--- src/rtl/data_ram_pkg.sv ---
// rtl/data_ram_pkg.sv - shared widths, op encodings and state encoding for the data RAM port
package data_ram_pkg;

    localparam int DATA_WIDTH  = 32;
    localparam int ADDR_WIDTH  = 10;
    localparam int MEM_WORDS   = 121;
    localparam int MAX_BURST   = 8;
    localparam int COUNT_WIDTH = 4;

    typedef enum logic [1:0] {
        OP_LOAD     = 2'b00,
        OP_STORE    = 2'b01,
        OP_FILL     = 2'b10,
        OP_RESERVED = 2'b11
    } reqOp_t;

    typedef enum logic [2:0] {
        IDLE,
        WRITE,
        READ,
        RESP,
        FAULT
    } unitState_t;

endpackage

--- src/rtl/data_ram_bounds_check.sv ---
// rtl/data_ram_bounds_check.sv - effective address and range/op legality check for one request
module data_ram_bounds_check
    import data_ram_pkg::*;
(
    input  logic [ADDR_WIDTH-1:0]  base,
    input  logic [ADDR_WIDTH-1:0]  offset,
    input  logic [COUNT_WIDTH-1:0] count,
    input  logic [1:0]             op,
    output logic [ADDR_WIDTH-1:0]  ea,
    output logic                   fault
);

    localparam int AW1 = ADDR_WIDTH + 1;
    localparam logic [AW1-1:0] LAST_WORD = AW1'(MEM_WORDS - 1);

    logic           isBurst;
    logic           countBad;
    logic [AW1-1:0] lastAddr;

    // The burst end is computed one bit wider so an end past 2^ADDR_WIDTH cannot alias low.
    always_comb begin
        ea       = base + offset;
        isBurst  = (op == OP_LOAD) || (op == OP_FILL);
        countBad = (count == '0) || (count > COUNT_WIDTH'(MAX_BURST));
        lastAddr = {1'b0, ea} + AW1'(count) - AW1'(1);
        fault    = (op == OP_RESERVED)
                || ({1'b0, ea} > LAST_WORD)
                || (isBurst && (countBad || (lastAddr > LAST_WORD)));
    end

endmodule

--- src/rtl/data_ram_access_unit.sv ---
// rtl/data_ram_access_unit.sv - load/store/fill initiator for the data RAM with streamed load responses
module data_ram_access_unit
    import data_ram_pkg::*;
(
    input  logic                   clock,
    input  logic                   reset,
    input  logic                   reqValid,
    output logic                   reqReady,
    input  logic [1:0]             reqOp,
    input  logic [ADDR_WIDTH-1:0]  reqBase,
    input  logic [ADDR_WIDTH-1:0]  reqOffset,
    input  logic [COUNT_WIDTH-1:0] reqCount,
    input  logic [DATA_WIDTH-1:0]  reqData,
    output logic                   respValid,
    input  logic                   respReady,
    output logic [DATA_WIDTH-1:0]  respData,
    output logic                   respLast,
    output logic                   done,
    output logic                   fault,
    output logic [DATA_WIDTH-1:0]  ramDataC,
    output logic [ADDR_WIDTH-1:0]  ramAddress,
    output logic                   ramWriteEnable,
    input  logic [DATA_WIDTH-1:0]  ramDataOutput
);

    unitState_t             state, stateNext;
    logic [COUNT_WIDTH-1:0] remaining, remainingNext;
    logic [ADDR_WIDTH-1:0]  addressNext;
    logic [DATA_WIDTH-1:0]  writeDataNext;
    logic                   writeEnableNext;
    logic [DATA_WIDTH-1:0]  respDataNext;
    logic                   respValidNext;
    logic                   respLastNext;
    logic                   doneNext;
    logic                   faultNext;
    logic [ADDR_WIDTH-1:0]  ea;
    logic                   checkFault;

    data_ram_bounds_check u_boundsCheck (
        .base   (reqBase),
        .offset (reqOffset),
        .count  (reqCount),
        .op     (reqOp),
        .ea     (ea),
        .fault  (checkFault)
    );

    assign reqReady = (state == IDLE);

    always_comb begin
        stateNext       = state;
        remainingNext   = remaining;
        addressNext     = ramAddress;
        writeDataNext   = ramDataC;
        writeEnableNext = 1'b0;
        respDataNext    = respData;
        respValidNext   = respValid;
        respLastNext    = respLast;
        doneNext        = 1'b0;
        faultNext       = 1'b0;

        unique case (state)
            IDLE: begin
                if (reqValid) begin
                    if (checkFault) begin
                        stateNext = FAULT;
                    end else begin
                        addressNext   = ea;
                        writeDataNext = reqData;
                        // A store is a one-word fill; its count input is don't-care.
                        remainingNext = (reqOp == OP_STORE) ? COUNT_WIDTH'(1) : reqCount;
                        if (reqOp == OP_LOAD) begin
                            stateNext = READ;
                        end else begin
                            writeEnableNext = 1'b1;
                            stateNext       = WRITE;
                        end
                    end
                end
            end
            WRITE: begin
                if (remaining > COUNT_WIDTH'(1)) begin
                    writeEnableNext = 1'b1;
                    addressNext     = ramAddress + ADDR_WIDTH'(1);
                    remainingNext   = remaining - COUNT_WIDTH'(1);
                end else begin
                    doneNext  = 1'b1;
                    stateNext = IDLE;
                end
            end
            READ: begin
                respDataNext  = ramDataOutput;
                respValidNext = 1'b1;
                respLastNext  = (remaining == COUNT_WIDTH'(1));
                stateNext     = RESP;
            end
            RESP: begin
                if (respReady) begin
                    respValidNext = 1'b0;
                    respLastNext  = 1'b0;
                    if (remaining > COUNT_WIDTH'(1)) begin
                        addressNext   = ramAddress + ADDR_WIDTH'(1);
                        remainingNext = remaining - COUNT_WIDTH'(1);
                        stateNext     = READ;
                    end else begin
                        doneNext  = 1'b1;
                        stateNext = IDLE;
                    end
                end
            end
            FAULT: begin
                doneNext  = 1'b1;
                faultNext = 1'b1;
                stateNext = IDLE;
            end
            default: stateNext = IDLE;
        endcase
    end

    always_ff @(posedge clock or negedge reset) begin
        if (!reset) begin
            state          <= IDLE;
            remaining      <= '0;
            ramAddress     <= '0;
            ramDataC       <= '0;
            ramWriteEnable <= 1'b0;
            respData       <= '0;
            respValid      <= 1'b0;
            respLast       <= 1'b0;
            done           <= 1'b0;
            fault          <= 1'b0;
        end else begin
            state          <= stateNext;
            remaining      <= remainingNext;
            ramAddress     <= addressNext;
            ramDataC       <= writeDataNext;
            ramWriteEnable <= writeEnableNext;
            respData       <= respDataNext;
            respValid      <= respValidNext;
            respLast       <= respLastNext;
            done           <= doneNext;
            fault          <= faultNext;
        end
    end

endmodule
--- config.mk ---
export PLATFORM = sky130hd
export DESIGN_NAME = data_ram_access_unit
export DESIGN_NICKNAME = d
export VERILOG_FILES = /design/src/rtl/data_ram_pkg.sv /design/src/rtl/data_ram_bounds_check.sv /design/src/rtl/data_ram_access_unit.sv
export SDC_FILE = /design/constraint.sdc
export NUM_CORES = 1
export LEC_CHECK = 0
export CAP_MARGIN = 20
export CORE_ASPECT_RATIO = 1.25
export CORE_MARGIN = 3
export CORE_UTILIZATION = 45
export DETAILED_ROUTE_END_ITERATION = 10
export GPL_ROUTABILITY_DRIVEN = 0
export GPL_TIMING_DRIVEN = 0
export PLACE_DENSITY_LB_ADDON = 0.3
export REMOVE_ABC_BUFFERS = 1
export SLEW_MARGIN = 40
export SYNTH_ARGS = -nofsm -noshare
export SYNTH_HDL_FRONTEND = slang
export SYNTH_SLANG_ARGS = --single-unit
--- constraint.sdc ---
create_clock -name clock -period 2.5 [get_ports clock]
set_input_delay 0.375 -clock clock [delete_from_list [all_inputs] [get_ports clock]]
set_output_delay 0.375 -clock clock [all_outputs]
set_load 0.05 [all_outputs]
Word level (Yosys, flattened, before mapping)

Index checks and enable logic that the tools add are counted.

Register bits: 86

Add/subtract/negate cells: 5
Magnitude comparators: 4
Equality and inequality tests: 12
Multiplexer cells: 30
Bitwise gates (word level): 1
Reduce and logical (&&, ||, !) cells: 15

Operators with widths:

| kind                    | count |
|---|---|
| $mux W10                | 4 |
| $pmux W10 S3            | 1 |
| $mux W4                 | 5 |
| $mux W3                 | 4 |
| $pmux W3 S4             | 1 |
| $pmux W4 S3             | 1 |
| $add A10 B4 Y11         | 1 |
| $gt A11 B7 Y1 const B   | 1 |
| $sub A11 B1 Y11 const B | 1 |
| $add A10 B1 Y10 const B | 1 |
| $add A10 B10 Y10        | 1 |
| $gt A10 B7 Y1 const B   | 1 |
| $mux W1                 | 8 |
| $ne A2 B2 Y1 const B    | 4 |
| $eq A3 B2 Y1 const B    | 2 |
| $pmux W1 S2             | 3 |
| $reduce_and A3 Y1       | 2 |
| $logic_or A1 B1 Y1      | 5 |
| $eq A2 B2 Y1 const B    | 2 |
| $eq A4 B1 Y1 const B    | 1 |
| $gt A4 B1 Y1 const B    | 1 |
| $gt A4 B4 Y1 const B    | 1 |
| $logic_not A4 Y1        | 1 |
| $mux W2                 | 2 |
| other kinds (13)        | 13 |

Depth between registers and ports, before layout

Depth in word-level cells: 10
Gate-level depth with buffers: 19

Hierarchy

Synthesis repeated with hierarchy kept, for this count alone.

Cell total of the unflattened synthesis: 447
Area total of the unflattened synthesis: 4808.4 µm²

Modules (own cells, without submodules):

| module                | instances | cells each | area an instance (µm²) | sequential area each (µm²) |
|---|---|---|---|---|
| data_ram_access_unit  | 1         | 294        | 3716.1                 | 2152.1 |
| data_ram_bounds_check | 1         | 153        | 1092.3                 | 0.0 |

Least setup slack after synthesis

Ideal clock, no wire load.

Path type: input to register
From: input reqBase[0]
To: register ramAddress[0]
Setup time: 0.124 ns
Arrival time: 4.225 ns
Data required time: 2.376 ns
Slack: -1.849 ns
Stages: 16
Path buffers: 1
Path through: ha_1 -> fa_1 -> xor2_1 -> inv_1 -> ha_1 -> fa_1 -> nand2b_1 -> a21oi_1 -> nor2_1 -> maj3_1 -> xnor2_1 -> a211o_1 -> o21a_1 -> or3_1 -> buf_6 -> a211o_1

Longest elaborated chain between the ends: 9
Elaborated cells between the ends (all ways): 14
Those cells by class: 3 x add/sub; 2 x order compare; 1 x eq/ne; 3 x mux; 5 x reduce/logical

Ends and longest elaborated chain:

| item                        | RTL line                    | text |
|---|---|---|
| from (decl)                 | data_ram_access_unit.sv:10  | `input logic [ADDR_WIDTH-1:0] reqBase,` |
| $add A10 B10 Y10 (*)        | data_ram_bounds_check.sv:22 | `ea = base + offset;` |
| $add A10 B4 Y11             | data_ram_bounds_check.sv:25 | `lastAddr = {1'b0, ea} + AW1'(count) - AW1'(1);` |
| $sub A11 B1 Y11             | data_ram_bounds_check.sv:25 |  |
| $gt A11 B7 Y1               | data_ram_bounds_check.sv:28 | `\|\| (isBurst && (countBad \|\| (lastAddr > LAST_WORD)));` |
| $logic_or A1 B1 Y1          | data_ram_bounds_check.sv:28 |  |
| $logic_and A1 B1 Y1         | data_ram_bounds_check.sv:28 |  |
| $logic_or A1 B1 Y1          | data_ram_bounds_check.sv:28 |  |
| $ne A2 B2 Y1 (no line)      | --                          |  |
| $reduce_and A4 Y1 (no line) | --                          |  |
| to (signal assigned)        | data_ram_access_unit.sv:135 | `ramAddress <= addressNext;` |
| to (decl)                   | data_ram_access_unit.sv:21  | `output logic [ADDR_WIDTH-1:0] ramAddress,` |

Every way passes the cells marked *; elsewhere a longest branch is shown, timed or not. The select of a mux whose other input is x is not followed.
A chain may end at the register's enable or synchronous reset.

Worst setup path after layout

From: input reqOffset[0]
To: register ramDataC[22]

Longest elaborated chain between the ends: 9
Elaborated cells between the ends (all ways): 11
Those cells by class: 3 x add/sub; 2 x order compare; 1 x bitwise; 5 x reduce/logical

Ends and longest elaborated chain:

| item                            | RTL line                    | text |
|---|---|---|
| from (decl)                     | data_ram_access_unit.sv:11  | `input logic [ADDR_WIDTH-1:0] reqOffset,` |
| $add A10 B10 Y10 (*)            | data_ram_bounds_check.sv:22 |  |
| $add A10 B4 Y11                 | data_ram_bounds_check.sv:25 |  |
| $sub A11 B1 Y11                 | data_ram_bounds_check.sv:25 |  |
| $gt A11 B7 Y1                   | data_ram_bounds_check.sv:28 |  |
| $logic_or A1 B1 Y1              | data_ram_bounds_check.sv:28 |  |
| $logic_and A1 B1 Y1             | data_ram_bounds_check.sv:28 |  |
| $logic_or A1 B1 Y1 (*)          | data_ram_bounds_check.sv:28 |  |
| $not A1 Y1 (no line) (*)        | --                          |  |
| $reduce_and A3 Y1 (no line) (*) | --                          |  |
| to (signal assigned)            | data_ram_access_unit.sv:136 | `ramDataC <= writeDataNext;` |
| to (decl)                       | data_ram_access_unit.sv:20  | `output logic [DATA_WIDTH-1:0] ramDataC,` |

Every way passes the cells marked *; elsewhere a longest branch is shown, timed or not.

==> run_results.csv <==
group,metric,value,unit
outcome,status,"finished with violations",
outcome,violations,"setup timing",
timing,finalSetupTns,-67.61,ns
routing,via_per_inst,5.50,
timing,rsz0062_at_grt,"yes",
clocking,cts-buffers-inserted,9,
global_route,first_global_vias,4354,
logic_synthesis,syn_area,4760,sq um
worst_setup_path,critical-path-slowest-cell,"fa_2",
logic_synthesis,synth.largest_area_cell,"dfrtp_1",
global_route,grt_start_max_net_pins,64,
placed_design,pre_cts_ws,-2.76,ns
floorplan,ioPinCount,174,
logic_synthesis,synthDistinctLibCells,68,
logic_synthesis,syn_inst,434,
power_and_ir_drop,power_density,1200,nW/um^2
timing,fin_crit_sh,156,%
logic_synthesis,synth-xor-area-share,2.47,%
routing,vias,4254,
timing,slew_viol_final,0,
logic_synthesis,synth.area.mux_share,15.1,%
clocking,cts_tree,"done",
placed_design,numPortBuffers,173,
flow_run,max-cap-violations,0,
floorplan,core,10200,sq um
floorplan,dieArea,11800,sq um
timing,setup_ws,-1.41,ns
cells_and_area,final_core_util,74.7,%
global_route,grt_pass1_wl,22100,um
logic_synthesis,yosysSeqAreaShare,45.2,%
timing,finalClockSkew,0.00724,ns
cells_and_area,stdcell_count,774,
placed_design,dp.cells,727,
cells_and_area,final_layout_size_suffix_gt1_share,28.7,%
clocking,htreeDepth,3,
logic_synthesis,synth_seq_cells,86,
logic_synthesis,yosysWarnings,0,
routing,drt_iter0_drc,232,
global_route,overflow,0,
floorplan,die_w,98.0,um
logic_synthesis,synth-compound-area-share,15.3,%
logic_synthesis,syn_avg_cell_area,11.0,sq um
clocking,clk_pin_slew,0.06,ns
timing,finalSetupViolations,50,
worst_setup_path,worstPathRequired,2.71,ns
logic_synthesis,synth_top_family_by_area,"compound AO/OA/AOI/OAI gates",
routing,final_antenna_net_count,0,
clocking,clock-sinks,86,
worst_setup_path,end_kind,"flop",
cells_and_area,diodes,0,
routing,dr.pass1.iters,4,
worst_setup_path,critPathMaxStageDelay,0.39,ns
timing,tightest_slew,0.702,ns
logic_synthesis,synth_edf_count,0,
timing,hold_violations,0,
cells_and_area,syn_to_final_growth,60.4,%
worst_setup_path,startpoint_type,"input pin",
logic_synthesis,synth_top_area_share,45.2,%
floorplan,initial_core_util,46.6,%
floorplan,fp-row-count,41,
cells_and_area,final_common_cell,"clkdlybuf4s50_1",
logic_synthesis,ys.flop_type,"dfrtp_1",
cells_and_area,layout_common_cells,"clkdlybuf4s50_1, dfrtp_1, mux2_2",
logic_synthesis,netlist_top_cells_area,"dfrtp_1, mux2_2, ha_1",
worst_setup_path,worstPathMaxFanout,8,
clocking,cts_buffer_depth,2,
power_and_ir_drop,peakVddDrop,0.484,mV
hold_path,holdCritPathClass,"in2async",
global_route,antenna_found_initial,0,
routing,drc,0,
routing,wl_per_cell,18.1,um
placed_design,dp_hpwl,9860,um
logic_synthesis,synthAdderAreaFrac,7.36,%
worst_setup_path,crit_path_cell_trace,"buf_6, ha_4, fa_2, a21o_4, a21oi_2, xnor2_2, inv_1, ha_4, o21ai_4, a21oi_4, o21ai_1, a21oi_1, or3_1, a221o_1, a211oi_2, o21ai_4, buf_12, buf_12, mux2_4",
global_route,grt_util_all_layers,23.4,%
clocking,cts-root-buf,"clkbuf_16",
routing,wl,14000,um
worst_setup_path,crit_type,"in2reg",
power_and_ir_drop,power,9.12,mW
cells_and_area,nets,760,
power_and_ir_drop,p_leak,3.33,nW
worst_setup_path,cp_data_arrival_time,4.12,ns
timing,slew_headroom,53.1,%
logic_synthesis,async_reset_ff_share,100,%
floorplan,die_y,121,um
clocking,clock_latency,0.33,ns
timing,period_minus_slack,3.91,ns
logic_synthesis,synth-simple-area-share,10.7,%
timing,timing.fmax,256,MHz
==> power breakdown <==
group          internal, mW  total [mW]  switching, mW
clock network         0.699        1.21          0.509
logic                  2.16        5.54           3.37
registers              2.00        2.38          0.376
==> metal layers <==
metal  GRT usage [%]  vias up  share of wire, %
met1            26.1     2044                39
li1                -     1982                 -
met5               0        -                 0
met2            44.3      188                53
met3            3.68       40               5.3
met4            9.00        0               2.9
==> repair_timing <==
item                       CTS  global route
pin swaps                   43             9
setup endpoints to repair   51            50
buffers inserted            28             0
hold buffers                 1             0
cloned                       1             1
gates resized for setup     99             9
hold endpoints to repair    23             0
==> final timing paths <==
kind | to | from | slack, ns | cells past startpoint
worst min register to register | respValid | respValid | 0.48 | 1
worst min-delay path | respData[18] | reset | 0.48 | 2
worst max register to register | ramAddress[0] | remaining[0] | -0.01 | 8
worst max-delay path | ramDataC[22] | reqOffset[0] | -1.41 | 19
max in group asynchronous | ramDataC[15] | reset | 1.45 | 3
min in group clock | respValid | respValid | 0.48 | 1
==> cell families after synthesis <==
logic type,count (synthesis)
buffers and inverters,44
adder cells (fa/ha/maj),27
AND/OR/NAND/NOR,97
flip-flops,86
XOR/XNOR,11
multiplexers,64
AO/OA/AOI/OAI,105
==> sequential cells by signal, summed over array words and instances (netlist names) <==
register and cells:
ramWriteEnable 1, respLast 1, ramDataC 32, remaining 4, state 3, fault 1
respValid 1, done 1, respData 32, ramAddress 10
==> area by class of cell <==
cell class | count | area [sq um]
flip-flops and latches | 86 | 2150
fillers | 662 | 2580
well taps | 129 | 161
multi-input cells | 304 | 2790
clock buffers | 13 | 250
inverters | 31 | 119
repair buffers | 208 | 2130
clock inverters | 3 | 20.0
==> stage by stage <==
stage                     cell area, sq um  hold WS, ns
after floorplan                       4690       0.0794
after detailed placement              6680        0.253
after global placement                6590        0.460
after CTS                             7580        0.467
final                                 7630        0.478
after global routing                  7630        0.494
==> Yosys cell counts, types with 4 or more instances <==
| master | number |
|---|---|
| a211oi_1 | 6 |
| a21o_1 | 10 |
| a21oi_1 | 23 |
| and2_1 | 6 |
| buf_2 | 4 |
| clkbuf_1 | 6 |
| dfrtp_1 | 86 |
| ha_1 | 24 |
| inv_1 | 31 |
| mux2_2 | 64 |
| nand2_1 | 31 |
| nand2b_1 | 5 |
| nand3_1 | 4 |
| nor2_1 | 20 |
| nor2b_1 | 4 |
| nor3_1 | 5 |
| o21ai_0 | 23 |
| xnor2_1 | 6 |
==> critical path, delay by kind of cell <==
kind                     cells  cell delay (ns)
AND/OR/NAND/NOR              1             0.31
multiplexers                 1             0.30
buffers and inverters        4             0.51
AO/OA/AOI/OAI                9             1.64
adder cells (fa/ha/maj)      3             0.82
XOR/XNOR                     1             0.15
Note: power is estimated with default switching activity, not from simulation.
